<file path="src/rtl/rr_mux_arbiter_if.sv">
// Handshake bundle between four requesters, the arbiter and the downstream consumer.
// master: requester/consumer side; slave: the arbiter.
interface rr_mux_arbiter_if #(
  parameter int unsigned N = 4
) ();
  logic [3:0]   req;
  logic [N-1:0] InA;
  logic [N-1:0] InB;
  logic [N-1:0] InC;
  logic [N-1:0] InD;
  logic         out_ready;
  logic         out_valid;
  logic [N-1:0] Out;
  logic [1:0]   S;
  logic [3:0]   grant;
  logic [3:0]   ack;

  modport master (
    output req, InA, InB, InC, InD, out_ready,
    input  out_valid, Out, S, grant, ack
  );

  modport slave (
    input  req, InA, InB, InC, InD, out_ready,
    output out_valid, Out, S, grant, ack
  );
endinterface

</file>
<file path="src/rtl/rr_mux_arbiter.sv">
// Four-way arbiter with a registered N-bit output stage and back-to-back re-arbitration.
// Define RR_MUX_ARBITER_ROUND_ROBIN_EN for round-robin; default is fixed priority A>B>C>D.
module rr_mux_arbiter #(
  parameter int unsigned N = 4
) (
  input logic             clk,
  input logic             rst,
  rr_mux_arbiter_if.slave bus
);

  typedef enum logic [0:0] {StIdle, StBusy} state_e;

  state_e       state_q;
  logic [N-1:0] out_q;
  logic [1:0]   s_q;
  logic [3:0]   grant_q;

  logic         xfer;
  logic [3:0]   cand;
  logic [1:0]   win_idx;
  logic         win_any;
  logic [N-1:0] mux_out;

  assign xfer = (state_q == StBusy) && bus.out_ready;
  // The outgoing winner is masked so it cannot win again on its own transfer edge.
  assign cand = (state_q == StBusy) ? (bus.req & ~grant_q) : bus.req;

`ifdef RR_MUX_ARBITER_ROUND_ROBIN_EN
  logic [1:0] ptr_q;
  logic [1:0] start;
  logic [1:0] rr_idx;

  // On a transfer edge the search already starts from the pointer value being written.
  assign start = xfer ? (s_q + 2'd1) : ptr_q;

  always_comb begin
    win_any = 1'b0;
    win_idx = 2'd0;
    rr_idx  = 2'd0;
    for (int k = 0; k < 4; k++) begin
      rr_idx = start + 2'(k);
      if (!win_any && cand[rr_idx]) begin
        win_any = 1'b1;
        win_idx = rr_idx;
      end
    end
  end
`else
  always_comb begin
    win_any = |cand;
    win_idx = 2'd0;
    if (cand[0])      win_idx = 2'd0;
    else if (cand[1]) win_idx = 2'd1;
    else if (cand[2]) win_idx = 2'd2;
    else if (cand[3]) win_idx = 2'd3;
  end
`endif

  // Quad N-bit 4:1 data mux, steered by the next-winner index.
  always_comb begin
    mux_out = bus.InA;
    unique case (win_idx)
      2'd0: mux_out = bus.InA;
      2'd1: mux_out = bus.InB;
      2'd2: mux_out = bus.InC;
      2'd3: mux_out = bus.InD;
    endcase
  end

  always_ff @(posedge clk or posedge rst) begin
    if (rst) begin
      state_q <= StIdle;
      out_q   <= '0;
      s_q     <= 2'd0;
      grant_q <= 4'b0000;
`ifdef RR_MUX_ARBITER_ROUND_ROBIN_EN
      ptr_q   <= 2'd0;
`endif
    end else begin
      unique case (state_q)
        StIdle: begin
          if (win_any) begin
            state_q <= StBusy;
            grant_q <= 4'b0001 << win_idx;
            s_q     <= win_idx;
            out_q   <= mux_out;
          end
        end
        StBusy: begin
          if (xfer) begin
`ifdef RR_MUX_ARBITER_ROUND_ROBIN_EN
            ptr_q <= s_q + 2'd1;
`endif
            if (win_any) begin
              grant_q <= 4'b0001 << win_idx;
              s_q     <= win_idx;
              out_q   <= mux_out;
            end else begin
              state_q <= StIdle;
              grant_q <= 4'b0000;
            end
          end
        end
        default: state_q <= StIdle;
      endcase
    end
  end

  assign bus.out_valid = (state_q == StBusy);
  assign bus.Out       = out_q;
  assign bus.S         = s_q;
  assign bus.grant     = grant_q;
  assign bus.ack       = (xfer && !rst) ? grant_q : 4'b0000;

endmodule

</file>
<file path="src/flat_wrapper.sv">
// flat-port wrapper written by rule: the top's interface ports become plain ports
module rr_mux_arbiter_flat 
#(
  parameter int unsigned N = 4
)
  (clk, rst, bus_req, bus_InA, bus_InB, bus_InC, bus_InD, bus_out_ready, bus_out_valid, bus_Out, bus_S, bus_grant, bus_ack);
  rr_mux_arbiter_if #(.N(N)) bus_i ();
  input logic clk;
  input logic rst;
  input wire logic [$bits(bus_i.req)-1:0] bus_req;
  input wire logic [$bits(bus_i.InA)-1:0] bus_InA;
  input wire logic [$bits(bus_i.InB)-1:0] bus_InB;
  input wire logic [$bits(bus_i.InC)-1:0] bus_InC;
  input wire logic [$bits(bus_i.InD)-1:0] bus_InD;
  input wire logic [$bits(bus_i.out_ready)-1:0] bus_out_ready;
  output wire logic [$bits(bus_i.out_valid)-1:0] bus_out_valid;
  output wire logic [$bits(bus_i.Out)-1:0] bus_Out;
  output wire logic [$bits(bus_i.S)-1:0] bus_S;
  output wire logic [$bits(bus_i.grant)-1:0] bus_grant;
  output wire logic [$bits(bus_i.ack)-1:0] bus_ack;
  assign bus_i.req = bus_req;
  assign bus_i.InA = bus_InA;
  assign bus_i.InB = bus_InB;
  assign bus_i.InC = bus_InC;
  assign bus_i.InD = bus_InD;
  assign bus_i.out_ready = bus_out_ready;
  assign bus_out_valid = bus_i.out_valid;
  assign bus_Out = bus_i.Out;
  assign bus_S = bus_i.S;
  assign bus_grant = bus_i.grant;
  assign bus_ack = bus_i.ack;
  rr_mux_arbiter #(.N(N)) u_core (.clk(clk), .rst(rst), .bus(bus_i));
endmodule
</file>
<file path="config.mk">
export PLATFORM = sky130hd
export DESIGN_NAME = rr_mux_arbiter_flat
export DESIGN_NICKNAME = d
export VERILOG_FILES = /design/src/rtl/rr_mux_arbiter_if.sv /design/src/rtl/rr_mux_arbiter.sv /design/src/flat_wrapper.sv
export SDC_FILE = /design/constraint.sdc
export NUM_CORES = 1
export LEC_CHECK = 0
export ABC_AREA = 1
export BUFFER_PORTS_ARGS = -buffer_cell sky130_fd_sc_hd__clkbuf_2
export CAP_MARGIN = 25
export CORE_MARGIN = 2
export CORE_UTILIZATION = 40
export CTS_CLUSTER_DIAMETER = 50
export DETAILED_ROUTE_END_ITERATION = 16
export GPL_TIMING_DRIVEN = 0
export PLACE_DENSITY_LB_ADDON = 0.3
export SLEW_MARGIN = 5
export SYNTH_ARGS = -nofsm -noshare
export SYNTH_HDL_FRONTEND = slang
export SYNTH_SLANG_ARGS = --single-unit
</file>
<file path="constraint.sdc">
create_clock -name clk -period 1.3 [get_ports clk]
set_clock_uncertainty 0.1 [all_clocks]
set_input_delay 0.065 -clock clk [delete_from_list [all_inputs] [get_ports clk]]
set_output_delay 0.065 -clock clk [all_outputs]
set_load 0.005 [all_outputs]
</file>
==> qor.yml <==
status: "complete, but fails checks"
violations: "setup timing"
syn_inst: 107
synth_nets: 130
syn_area_um2: 773
clk_pin_slew_ns: 0.07
antenna_left: 0
final_common_cell: "clkbuf_2"
stdcell_area_mm2: 0.00113
root_buffer: "clkbuf_4"
h-tree-depth: 1
clkSinkCount: 11
p_per_area_mw_per_mm2: 1130
tightest_slew_ns: 0.524
die_w_um: 48.0
hold_class: "input pin to flip-flop"
dp_hpwl_mm: 1.49
drcViolationCount: 0
die-area_mm2: 0.00230
start_kind: "flip-flop"
vias_per_cell: 4.89
path_class: "flip-flop to flip-flop"
maxCapViolCount: 0
cellLeakagePower_nw: 0.635
start_util: 0.438
final.min_clock_period_ns: 1.53
clk-insertion-delay-late_ns: 0.27
end_kind: "flip-flop"
clockBufferDepth: 2
cts_buffers: 3
fillers: 173
synthToLayoutAreaGrowth_pct: 46.4
finalSetupViolCount: 14
rsz0062_at_grt: "true"
grt_max_degree: 12
total_power_w: 0.00128
rows: 15
yosysTopAreaCell: "dfrtp_1"
relSlewSlack: 0.649
dp_cells: 169
stdcell_count: 179
ys_ff_latch: 11
postSynthAreaPerCell_um2: 7.23
finalCritPeriodShare: 1.18
synth_top_area_share: 0.356
hold_viol_final: 0
grt_pass1_wl_mm: 3.25
drt-total-wl_mm: 2.09
crit_required_ns: 1.37
dpl_cell_area_um2: 995
globalplace.congestion: 0.722
ir_drop_mv: 0.469
drtIter0Drc: 15
antenna_found_initial: 0
coreArea_mm2: 0.00176
die_h_um: 48.0
yosysSeqAreaShare: 0.356
regArea_um2: 275
tns_ns: -2.18
diodes: 0
track_usage: 0.213
final_util: 0.642
cts_tree: "built"
path_max_fanout: 7
max_freq_mhz: 654
fin_nets: 178
ios: 38
final_cell_mix: "clkbuf_2 (34), nand2_1 (29), inv_1 (16), dfrtp_1 (11)"
grt_remaining_overflow: 0
dr.pass1.iters: 4
worst_slack_ns: -0.228
multiInputGateArea_um2: 483
crit_arrival_ns: 1.60
slew_viol_final: 0
synth.distinct_cells: 17
drive_above_1_share: 0.468
dr_total_vias: 875
io_buffers: 37
synthTopCellsByArea: "dfrtp_1 (36%), nand2_1 (15%), nand2_4 (10%), inv_1 (7.8%), nand4_1 (7.3%)"
ys.warnings.count: 0
routedWlPerCell_um: 11.7
first_global_vias: 765
[metal layers]
metal | GRT usage | up-vias | share of wire
li1 | - | 441 | -
met2 | 0.376 | 39 | 0.50
met4 | 0.114 | 0 | 0.021
met3 | 0.0302 | 5 | 0.071
met5 | 0 | - | 0
met1 | 0.245 | 390 | 0.41
[power breakdown]
part	switching, W	internal, W	leakage [nW]	total (W)
Sequential	0.0000570	0.000417	0.134	0.000474
Combinational	0.000329	0.000231	0.486	0.000561
Clock	0.000125	0.000119	0.0150	0.000245
Total	0.000512	0.000768	0.635	0.00128
[final timing paths]
path	startpoint	to	slack [ns]	cells after the start
worst max-delay path	u_core.bus.out_valid$_DFF_PP0_	u_core.bus.Out[3]$_DFFE_PP0P_	-0.23	10
worst min-delay path	bus_InB[2]	u_core.bus.Out[2]$_DFFE_PP0P_	0.01	5
worst max register to register	u_core.bus.out_valid$_DFF_PP0_	u_core.bus.Out[3]$_DFFE_PP0P_	-0.23	10
worst min register to register	u_core.bus.S[1]$_DFFE_PP0P_	u_core.bus.S[1]$_DFFE_PP0P_	0.39	2
max in group asynchronous	rst	u_core.bus.Out[2]$_DFFE_PP0P_	0.44	3
min in group asynchronous	rst	u_core.bus.S[1]$_DFFE_PP0P_	0.31	3
[stage by stage]
step	hold WS [ns]	setup slack, ns
2_1_floorplan	-0.175	-0.138
3_3_place_gp	-0.0333	-0.251
3_5_place_dp	-0.0282	-0.298
4_1_cts	0.0173	-0.211
5_1_grt	0.0370	-0.322
6_report	0.0107	-0.228
[kinds of logic (layout without fill, tap and decap cells)]
family | Yosys count | in the layout | synth area share
flip-flops | 11 | 11 | 0.356
buffers and inverters | 19 | 66 | 0.105
AO/OA/AOI/OAI | 9 | 9 | 0.0744
AND/OR/NAND/NOR | 68 | 68 | 0.464
[synthesized netlist by cell type]
library cell	n
a21oi_1	2
a31oi_1	1
buf_6	1
dfrtp_1	11
inv_1	16
inv_2	1
inv_4	1
nand2_1	30
nand2_2	4
nand2_4	7
nand3_1	10
nand3_2	1
nand4_1	9
nor2_1	7
o21ai_0	2
o21ai_1	3
o21ai_4	1
[cell type report]
class                      count  share of cell area
buffer                         1             0.00994
inverter                      18              0.0641
sequential                    11               0.243
clock buffer                   4              0.0232
multi-input combinational     77               0.427
timing repair buffer          43               0.206
tap                           25              0.0276
[flip-flops by register name, indices dropped and copies added (netlist names)]
name                  cells
u_core.bus.Out            4
u_core.bus.S              2
u_core.bus.out_valid      1
u_core.bus.grant          4
[worst max-delay path: stages, from the launching register on]
cell and delay (ns):
dfrtp_1 0.36, buf_6 0.15, nand2_2 0.08, nand2_4 0.09, nand2_4 0.07, o21ai_4 0.26, inv_4 0.08, nand2_1 0.07
inv_1 0.03, nand2_1 0.06, nand2_1 0.06
[repair_timing]
action | 4_1_cts | 5_1_grt
endpoints found under the setup margin | 14 | 14
buffers inserted | 4 | 1
hold buffers | 1 | 0
endpoints found under the hold margin | 11 | 0
pin swaps | 5 | 2
resized for setup | 10 | 8
(Power assumes the default switching activity.)
